`src/rtl/uart_rx_os.sv`:
```
// UART receiver fed by a SMP_RATE-times oversampling baud strobe.
// Mid-bit sampling, LSB first, one-entry valid/ready holding register.
module uart_rx_os #(
    parameter int unsigned DATA_BITS = 8,
    parameter int unsigned SMP_RATE  = 16
) (
    input  logic                 clk,
    input  logic                 rst,
    input  logic                 baud_tick,
    input  logic                 rx,
    output logic [DATA_BITS-1:0] rx_data,
    output logic                 rx_valid,
    input  logic                 rx_ready,
    output logic                 frame_err,
    output logic                 overrun
);

    localparam int unsigned TICK_W = $clog2(SMP_RATE);
    localparam int unsigned BIT_W  = $clog2(DATA_BITS + 1);
    localparam logic [TICK_W-1:0] TICK_MID = TICK_W'(SMP_RATE / 2 - 1);
    localparam logic [TICK_W-1:0] TICK_END = TICK_W'(SMP_RATE - 1);
    localparam logic [BIT_W-1:0]  BIT_LAST = BIT_W'(DATA_BITS);

    typedef enum logic [2:0] {
        S_IDLE,
        S_START,
        S_DATA,
        S_STOP,
        S_BREAK
    } state_e;

    state_e                 state_q, state_d;
    logic [TICK_W-1:0]      tick_q, tick_d;
    logic [BIT_W-1:0]       bit_q, bit_d;
    logic [DATA_BITS-1:0]   shreg_q, shreg_d;
    logic [DATA_BITS-1:0]   data_q, data_d;
    logic                   valid_q, valid_d;
    logic                   ferr_q, ferr_d;
    logic                   ovr_q, ovr_d;
    logic [1:0]             sync_q;
    logic                   rx_s;
    logic                   load_c;

    // Two-flop synchronizer; idles high so reset never looks like a start bit.
    always_ff @(posedge clk) begin
        if (rst) begin
            sync_q <= 2'b11;
        end else begin
            sync_q <= {sync_q[0], rx};
        end
    end

    assign rx_s = sync_q[1];

    always_ff @(posedge clk) begin
        if (rst) begin
            state_q <= S_IDLE;
            tick_q  <= '0;
            bit_q   <= '0;
            shreg_q <= '0;
            data_q  <= '0;
            valid_q <= 1'b0;
            ferr_q  <= 1'b0;
            ovr_q   <= 1'b0;
        end else begin
            state_q <= state_d;
            tick_q  <= tick_d;
            bit_q   <= bit_d;
            shreg_q <= shreg_d;
            data_q  <= data_d;
            valid_q <= valid_d;
            ferr_q  <= ferr_d;
            ovr_q   <= ovr_d;
        end
    end

    always_comb begin
        state_d = state_q;
        tick_d  = tick_q;
        bit_d   = bit_q;
        shreg_d = shreg_q;
        data_d  = data_q;
        valid_d = valid_q & ~rx_ready;
        ferr_d  = 1'b0;
        ovr_d   = 1'b0;
        load_c  = 1'b0;

        if (baud_tick) begin
            unique case (state_q)
                S_IDLE: begin
                    if (!rx_s) begin
                        state_d = S_START;
                        tick_d  = '0;
                    end
                end
                S_START: begin
                    if (tick_q == TICK_MID) begin
                        if (!rx_s) begin
                            state_d = S_DATA;
                            tick_d  = '0;
                            bit_d   = '0;
                        end else begin
                            state_d = S_IDLE;
                        end
                    end else begin
                        tick_d = tick_q + TICK_W'(1);
                    end
                end
                S_DATA: begin
                    if (tick_q == TICK_END) begin
                        shreg_d = {rx_s, shreg_q[DATA_BITS-1:1]};
                        tick_d  = '0;
                        bit_d   = bit_q + BIT_W'(1);
                        if (bit_q + BIT_W'(1) == BIT_LAST) begin
                            state_d = S_STOP;
                        end
                    end else begin
                        tick_d = tick_q + TICK_W'(1);
                    end
                end
                S_STOP: begin
                    // Leaving at mid-stop-bit keeps a back-to-back start edge catchable.
                    if (tick_q == TICK_END) begin
                        tick_d = '0;
                        if (rx_s) begin
                            load_c  = 1'b1;
                            state_d = S_IDLE;
                        end else begin
                            ferr_d  = 1'b1;
                            state_d = S_BREAK;
                        end
                    end else begin
                        tick_d = tick_q + TICK_W'(1);
                    end
                end
                S_BREAK: begin
                    if (rx_s) begin
                        state_d = S_IDLE;
                    end
                end
                default: begin
                    state_d = S_IDLE;
                end
            endcase
        end

        // A full holding register that is not being drained drops the new word.
        if (load_c) begin
            if (!valid_q || rx_ready) begin
                data_d  = shreg_q;
                valid_d = 1'b1;
            end else begin
                ovr_d = 1'b1;
            end
        end
    end

    assign rx_data   = data_q;
    assign rx_valid  = valid_q;
    assign frame_err = ferr_q;
    assign overrun   = ovr_q;

endmodule

```
`config.mk`:
```
export PLATFORM = sky130hd
export DESIGN_NAME = uart_rx_os
export DESIGN_NICKNAME = d
export VERILOG_FILES = /design/src/rtl/uart_rx_os.sv
export SDC_FILE = /design/constraint.sdc
export NUM_CORES = 1
export LEC_CHECK = 0
export CAP_MARGIN = 20
export CORE_UTILIZATION = 55
export CTS_BUF_LIST = sky130_fd_sc_hd__clkbuf_8
export DETAILED_ROUTE_END_ITERATION = 10
export PLACE_DENSITY_LB_ADDON = 0.2
export SLEW_MARGIN = 20
export SYNTH_ARGS = -nofsm -noshare
export SYNTH_HDL_FRONTEND = slang
export SYNTH_SLANG_ARGS = --single-unit
```
`constraint.sdc`:
```
create_clock -name clk -period 2.3 [get_ports clk]
set_clock_uncertainty 0.15 [all_clocks]
set_input_delay 0.69 -clock clk [delete_from_list [all_inputs] [get_ports clk]]
set_output_delay 0.69 -clock clk [all_outputs]
set_load 0.05 [all_outputs]
```
# Word-level counts from Yosys, hierarchy flattened
# Cells that the tools add are included.
[word_totals]
ff_bits = 32
inputBits = 5
wordCells = 69
[classes]
addsub = 2
n_eq_ne = 14
muxes = 25
bitwise_logic = 6
reduce_logical = 13
[ops]
columns = ["operator", "n"]
rows = [
  ["4-bit 2-to-1 mux", 6],
  ["3-bit 2-to-1 mux", 7],
  ["3-bit one-hot mux with 5 select lines", 1],
  ["2-bit != test, second input constant", 7],
  ["4-bit one-hot mux with 3 select lines", 1],
  ["4-bit by 1-bit adder with 4-bit output, second input constant", 2],
  ["4-bit equality test, second input constant", 2],
  ["1-bit 2-to-1 mux", 8],
  ["4-bit one-hot mux with 2 select lines", 1],
  ["7-bit AND reduction", 1],
  ["3-bit by 2-bit equality test with 1-bit output, second input constant", 2],
  ["1-bit inverter", 5],
  ["5-bit AND reduction", 1],
  ["4-bit by 3-bit equality test with 1-bit output, second input constant", 1],
  ["2-bit AND reduction", 2],
  ["2-bit OR reduction", 2],
  ["4-bit OR reduction", 1],
  ["3-bit by 1-bit equality test with 1-bit output, second input constant", 1],
  ["3-bit equality test, second input constant", 1],
  ["3-bit logical NOT", 1],
  ["3-bit AND reduction", 1],
  ["3-bit nonzero test", 1],
  ["2-bit 2-to-1 mux", 1],
  ["2-bit nonzero test", 1],
  ["3 further kinds", 3],
]

# Logic depth before layout (Yosys ltp)
# Gate-level depths: netlist of run 1.
[depth]
word_depth = 6
mapped_depth = 6
ltp_nobuf = 5

# Least setup slack after synthesis of run 1
# No wires, ideal clock.
[synth_path]
kind = "input to register"
from = "input port baud_tick"
to = "register data_q[0] (netlist: rx_data[0])"
setup_time_ns = 0.128
arrival_time_ns = 1.665
required_ns = 2.022
setup_slack_ns = 0.357
stages = 5
cell_sequence = "clkbuf_2 -> and3_1 -> nand4_1 -> mux2i_1 -> nor2_1"
[synth_via]
elab_chain_cells = 2
[synth_rtl]
columns = ["item", "line", "text"]
rows = [
  ["start, declared", "9", "input logic baud_tick,"],
  ["1-bit 2-to-1 mux", "88", "if (baud_tick) begin"],
  ["2-bit AND reduction (no source line)", "-", ""],
  ["end signal, assigned", "70", "data_q <= data_d;"],
  ["end, declared", "36", "logic [DATA_BITS-1:0] data_q, data_d;"],
]
# Every way passes these cells.
# A chain may end at the register's enable or synchronous reset.

# Final worst setup path of run 1
[layout_path]
from = "register valid_q (netlist: rx_valid)"
to = "output port rx_valid"
[layout_lines]
columns = ["item", "line", "text"]
rows = [
  ["start, declared", "37", "logic valid_q, valid_d;"],
  ["start signal, assigned", "71", "valid_q <= valid_d;"],
  ["end, declared", "12", "output logic rx_valid,"],
]
# No word-level cell between the ends.

==> results of run 1 <==
==> metal layers <==
metal / up-vias / global-route usage / part of all wire
li1: 587 / - / -
met1: 568 / 0.2885 / 0.45
met2: 25 / 0.4156 / 0.49
met3: 6 / 0.06377 / 0.038
met4: 0 / 0.1404 / 0.018
met5: - / 0 / 0
==> flip-flops by register name, indices dropped and copies added, names as in the netlist <==
name,count
bit_q,4
sync_q,2
shreg_q,8
rx_data,8
rx_valid,1
frame_err,1
overrun,1
tick_q,4
state_q,3
==> path summary, 6_finish.rpt <==
check / from / end / slack, ns / cells after the start
worst min-delay path: sync_q[0]$_SDFF_PP1_ / sync_q[1]$_SDFF_PP1_ / 0.26 / 1
worst min register to register: sync_q[0]$_SDFF_PP1_ / sync_q[1]$_SDFF_PP1_ / 0.26 / 1
worst max register to register: state_q[0]$_SDFFE_PP0P_ / bit_q[2]$_SDFFE_PP0P_ / 0.41 / 4
worst max-delay path: rx_valid$_SDFF_PP0_ / rx_valid / 0.06 / 1
==> placed cells by master (no fill, tap or decap), types with 2 or more instances in the layout <==
cell type         n
nand3_1           2
clkbuf_8          5
xor2_1            2
o21bai_1          2
and2_1            2
dfxtp_1          32
clkdlybuf4s50_1   7
nand2b_1          4
nor4b_1           3
ha_1              2
a22o_1            2
buf_4            17
a21oi_1          12
mux2i_1           9
nand4_1           3
nand2_1          26
nor2_1           14
o21ai_0           2
a311oi_1          2
or2_2             2
==> report_power, final <==
part,total (W),internal (W),switching (W)
Sequential,0.000560,0.000557,0.00000382
Clock,0.000530,0.000320,0.000209
Combinational,0.0000386,0.0000185,0.0000201
Total,0.00113,0.000895,0.000233
==> Yosys cell counts (3+ instances only) <==
library cell	number
clkbuf_1	3
a21oi_1	12
mux2i_1	9
dfxtp_1	32
nand2_1	26
nand2b_1	4
nor2_1	14
nor4b_1	3
nand4_1	3
==> cells by family after synthesis <==
group,after synthesis,share of synthesized area
and+or+nand+nor,67,0.2475
DFF,32,0.4592
AOI/OAI and AO/OA,30,0.1543
buffers and inverters,10,0.03587
muxes,10,0.07265
xor gates and xnor gates,2,0.01256
adders and majority gates,2,0.01793
==> stage by stage <==
stage	cell area, µm²	power (W)	setup WS, ns
6_report	1693	0.001129	0.05595
3_5_place_dp	1582	0.0006109	-0.1130
4_1_cts	1693	0.001140	0.04688
5_1_grt	1693	0.001164	0.007050
2_1_floorplan	1395	0.0005939	0.3573
3_3_place_gp	1582	0.0006106	-0.03571
==> area by class of cell <==
cell class / instances / area (µm²) / area share
timing repair buffer: 24 / 197.7 / 0.1168
inverter: 1 / 3.754 / 0.002217
sequential: 32 / 640.6 / 0.3784
clock buffer: 5 / 68.82 / 0.04065
clock inverter: 3 / 42.54 / 0.02513
tap: 28 / 35.03 / 0.02069
multi-input combinational: 111 / 704.4 / 0.4161
==> run_results.csv, run 1 <==
group,metric,value,unit
status,status,"completed",
yosys,synth_fp_nets,160,
floorplan,ios,16,
yosys,synth.area.top_cells,"dfxtp_1, nand2_1, mux2i_1",
floorplan,dieArea,2742,µm²
finish,fillers,187,
yosys,yosys.area.top_type,"dfxtp_1",
placed_design,dp_cells,196,
critical_path,cp_data_required_time,1.46,ns
critical_path,worstSetupEndpointType,"output pin",
detailed_routing,finalWirelength,2824,µm
floorplan,start_util,0.6073,
finish,fin_util,0.7369,
cts,ctsResizeCount,0,
critical_path,start_kind,"register",
yosys,yosysSeqAreaShare,0.4592,
critical_path,path_class,"reg -> out",
cts,numCtsBuffers,5,
critical_path,arrival,1.40,ns
global_routing,grt_usage,0.2502,
power_and_ir_drop,leakage,0.6905,nW
yosys,synth-seq-cells,32,
cts,tritoncts,"built",
critical_path,slowest_stage,"clkdlybuf4s50_1",
finish,drive_above_1_share,0.1818,
floorplan,core,2297,µm²
sta,holdWs,0.2610,ns
sta,period_needed,2.244,ns
placed_design,post-dp-hpwl,1924,µm
global_routing,grt_pass1_wl,4871,µm
sta,tightest_slew,0.4909,ns
cts,worstSkewPairLatency,0.28,ns
finish,antenna_cells,0,
yosys,synth-edff-count,0,
placed_design,gp_congestion,0.8157,
floorplan,die-width,52.37,µm
sta,final-setup-viol-count,0,
critical_path,crit_fanout,2,
yosys,netlist_instances,153,
global_routing,overflow,0,
cts,cts_max_level,2,
yosys,avgSynthCellArea,9.118,µm²
sta,max_freq,445.6,MHz
sta,finalCritPeriodShare,0.9757,
cts,cts_buffer_depth,2,
cts,cts_hold_buffers,0,
cts,post_cts_buffers,0,
finish,final_nets,182,
cts,clkSinkCount,32,
detailed_routing,drc_errors,0,
yosys,synth_area,1395,µm²
detailed_routing,routedWlPerCell,13.84,µm
yosys,synth_flop_cell,"dfxtp_1",
yosys,synthArstFlopShare,0,
floorplan,rows,17,
global_routing,grt_pass1_vias,1105,
sta,hold_violations,0,
global_routing,antenna_found_initial,0,
detailed_routing,ant_nets,0,
yosys,synth_cell_types,45,
critical_path,crit_buf_inv,1,
critical_path,max_stage_delay,0.79,ns
detailed_routing,viasPerCell,5.814,
sta,finalMaxSlewViolations,0,
sta,rsz0062_at_grt,"false",
power_and_ir_drop,pwr_density_cell,666.7,nW/µm²
yosys,synth_warnings,0,
detailed_routing,drtIter0Drc,23,
power_and_ir_drop,ir_worst_vdd,0.6862,mV
min_path,min_path_type,"reg -> reg",
cts,cts_root_buf,"clkbuf_8",
flow_run,drv_cap,0,
floorplan,die_h,52.37,µm
finish,instances_no_fill,204,
critical_path,crit_chain,"clkdlybuf4s50_1",
finish,area_growth,21.35,%
detailed_routing,drtPass1Iterations,4,
yosys,yosysTopAreaCellShare,0.4592,
cts,cts.clk_slew.worst_paths,0.07,ns
sta,fin_setup_tns,0,ns
placed_design,numPortBuffers,15,
detailed_routing,vias,1186,
sta,slew_headroom,0.6717,
global_routing,grt_max_degree,27,
critical_path,critPathTopFamily,"buffers and inverters",
No activity file was read; power rests on OpenSTA's default activity.
==> run 2, diff against run 1 <==
--- a/config.mk
+++ b/config.mk
@@ -5,9 +5,11 @@
 export SDC_FILE = /design/constraint.sdc
 export NUM_CORES = 1
 export LEC_CHECK = 0
+export ABC_AREA = 0
 export CAP_MARGIN = 20
 export CORE_UTILIZATION = 55
 export CTS_BUF_LIST = sky130_fd_sc_hd__clkbuf_8
+export CTS_CLUSTER_DIAMETER = 40
 export DETAILED_ROUTE_END_ITERATION = 10
 export PLACE_DENSITY_LB_ADDON = 0.2
 export SLEW_MARGIN = 20
==> results of run 2 <==
The final DEF is identical to that of run 1; final timing and power are the same.
==> run 3, diff against run 2 <==
--- a/config.mk
+++ b/config.mk
@@ -11,6 +11,7 @@
 export CTS_BUF_LIST = sky130_fd_sc_hd__clkbuf_8
 export CTS_CLUSTER_DIAMETER = 40
 export DETAILED_ROUTE_END_ITERATION = 10
+export DONT_BUFFER_PORTS = 1
 export PLACE_DENSITY_LB_ADDON = 0.2
 export SLEW_MARGIN = 20
 export SYNTH_ARGS = -nofsm -noshare
==> run 3 against run 2 <==
Routed wire length down 9.9%; sequential share of layout area is 4.9 points higher; worst setup slack better by 0.31 ns; non-clock buffer count fell by 21; critical path type is now reg -> reg.
==> run_results.csv, run 3 (synthesis gave the netlist of run 1 again) <==
group,metric,value,unit
cts,tritoncts,"built",
finish,instances_no_fill,183,
critical_path,arrival,1.97,ns
global_routing,grt_pass1_vias,938,
cts,cts_max_level,2,
detailed_routing,routedWlPerCell,13.90,µm
sta,tightest_slew,0.5747,ns
floorplan,core,2297,µm²
sta,fin_setup_tns,0,ns
sta,slew_headroom,0.6157,
floorplan,dieArea,2742,µm²
cts,clkSinkCount,32,
global_routing,grt_pass1_wl,4222,µm
finish,final_nets,161,
detailed_routing,drc_errors,0,
power_and_ir_drop,leakage,0.5872,nW
critical_path,crit_buf_inv,0,
sta,max_freq,516.4,MHz
placed_design,post-dp-hpwl,1777,µm
cts,cts_hold_buffers,0,
detailed_routing,viasPerCell,5.896,
floorplan,die_h,52.37,µm
detailed_routing,drtPass1Iterations,4,
cts,cts_buffer_depth,2,
global_routing,grt_max_degree,33,
finish,drive_above_1_share,0.1097,
floorplan,rows,17,
finish,area_growth,7.534,%
sta,final-setup-viol-count,0,
sta,finalCritPeriodShare,0.8419,
floorplan,ios,16,
critical_path,start_kind,"register",
min_path,min_path_type,"reg -> reg",
cts,cts.clk_slew.worst_paths,0.06,ns
finish,fin_util,0.6531,
flow_run,drv_cap,0,
finish,antenna_cells,0,
critical_path,cp_data_required_time,2.34,ns
finish,mostFrequentLayoutCell,"dfxtp_1",
global_routing,overflow,0,
cts,ctsResizeCount,0,
sta,finalMaxSlewViolations,0,
global_routing,grt_usage,0.2131,
detailed_routing,vias,1079,
cts,post_cts_buffers,0,
finish,layout_common_cells,"dfxtp_1, nand2_1, nor2_1, a21oi_1, mux2i_1",
placed_design,numPortBuffers,0,
power_and_ir_drop,ir_worst_vdd,0.5397,mV
critical_path,worstSetupEndpointType,"register",
detailed_routing,finalWirelength,2544,µm
status,status,"completed",
cts,worstSkewPairLatency,0.28,ns
sta,hold_violations,0,
power_and_ir_drop,finalPower,0.001011,W
floorplan,die-width,52.37,µm
sta,period_needed,1.936,ns
critical_path,slowest_stage,"and2_1",
power_and_ir_drop,pwr_density_cell,674.2,nW/µm²
critical_path,crit_fanout,11,
detailed_routing,drtIter0Drc,25,
placed_design,dp_cells,175,
global_routing,antenna_found_initial,0,
detailed_routing,ant_nets,0,
cts,numCtsBuffers,5,
critical_path,critPathTopFamily,"simple AND/OR/NAND/NOR gates",
critical_path,path_class,"reg -> reg",
sta,rsz0062_at_grt,"false",
cts,cts_root_buf,"clkbuf_8",
critical_path,crit_chain,"ha_1 -> and4_1 -> and2_1 -> a41oi_1 -> a311oi_1",
critical_path,max_stage_delay,0.40,ns
floorplan,start_util,0.6073,
placed_design,gp_congestion,0.8804,
[run 3: cell types whose count changed in the layout (fill, tap and decap cells not counted)]
cell	delta
bufinv_16	-1
clkbuf_8	+1
inv_1	+1
clkdlybuf4s50_1	-7
clkinv_2	-1
buf_4	-14
[run 3: where the power goes]
group	leakage (nW)	internal [W]	total, W	switching, W
clock network	0.0486	0.000238	0.000434	0.000196
registers	0.258	0.000557	0.000560	0.00000305
logic	0.280	0.00000809	0.0000173	0.00000921
[run 3: metrics by stage]
step / cell area, µm² / worst slack [ns] / hold slack [ns]
final: 1500 / 0.3636 / 0.2633
after global placement: 1406 / 0.3102 / 0.2477
after detailed placement: 1406 / 0.2838 / 0.2492
after global routing: 1500 / 0.2289 / 0.2938
after CTS: 1500 / 0.3434 / 0.2648
after floorplan: 1395 / 0.3573 / 0.2395
[run 3: path summary, 6_finish.rpt]
path / startpoint / endpoint / slack [ns] / depth (start not counted)
min reg2reg: sync_q[0]$_SDFF_PP1_ / sync_q[1]$_SDFF_PP1_ / 0.26 / 1
min: sync_q[0]$_SDFF_PP1_ / sync_q[1]$_SDFF_PP1_ / 0.26 / 1
max reg2reg: tick_q[0]$_SDFFE_PP0P_ / bit_q[3]$_SDFFE_PP0P_ / 0.36 / 5
max: tick_q[0]$_SDFFE_PP0P_ / bit_q[3]$_SDFFE_PP0P_ / 0.36 / 5
[run 3: final cells by class]
type | instances | area (µm²)
fill | 211 | 797.0
clock buffer | 6 | 82.58
sequential | 32 | 640.6
timing repair buffer | 3 | 22.52
multi-input combinational | 111 | 704.4
inverter | 1 | 3.754
tap | 28 | 35.03
clock inverter | 2 | 11.26
[run 3: layer usage]
metal / wire, µm / global-route usage / vias up
met2: 1148 / 0.3207 / 23
met1: 1265 / 0.2760 / 505
met3: 99 / 0.06377 / 4
met4: 32 / 0.1009 / 0
li1: - / - / 547
met5: 0 / 0 / -
[run 3: worst reg2reg max path: stages (launching register included)]
cell	delay [ns]
dfxtp_1	0.36
ha_1	0.24
and4_1	0.28
and2_1	0.40
a41oi_1	0.17
a311oi_1	0.25
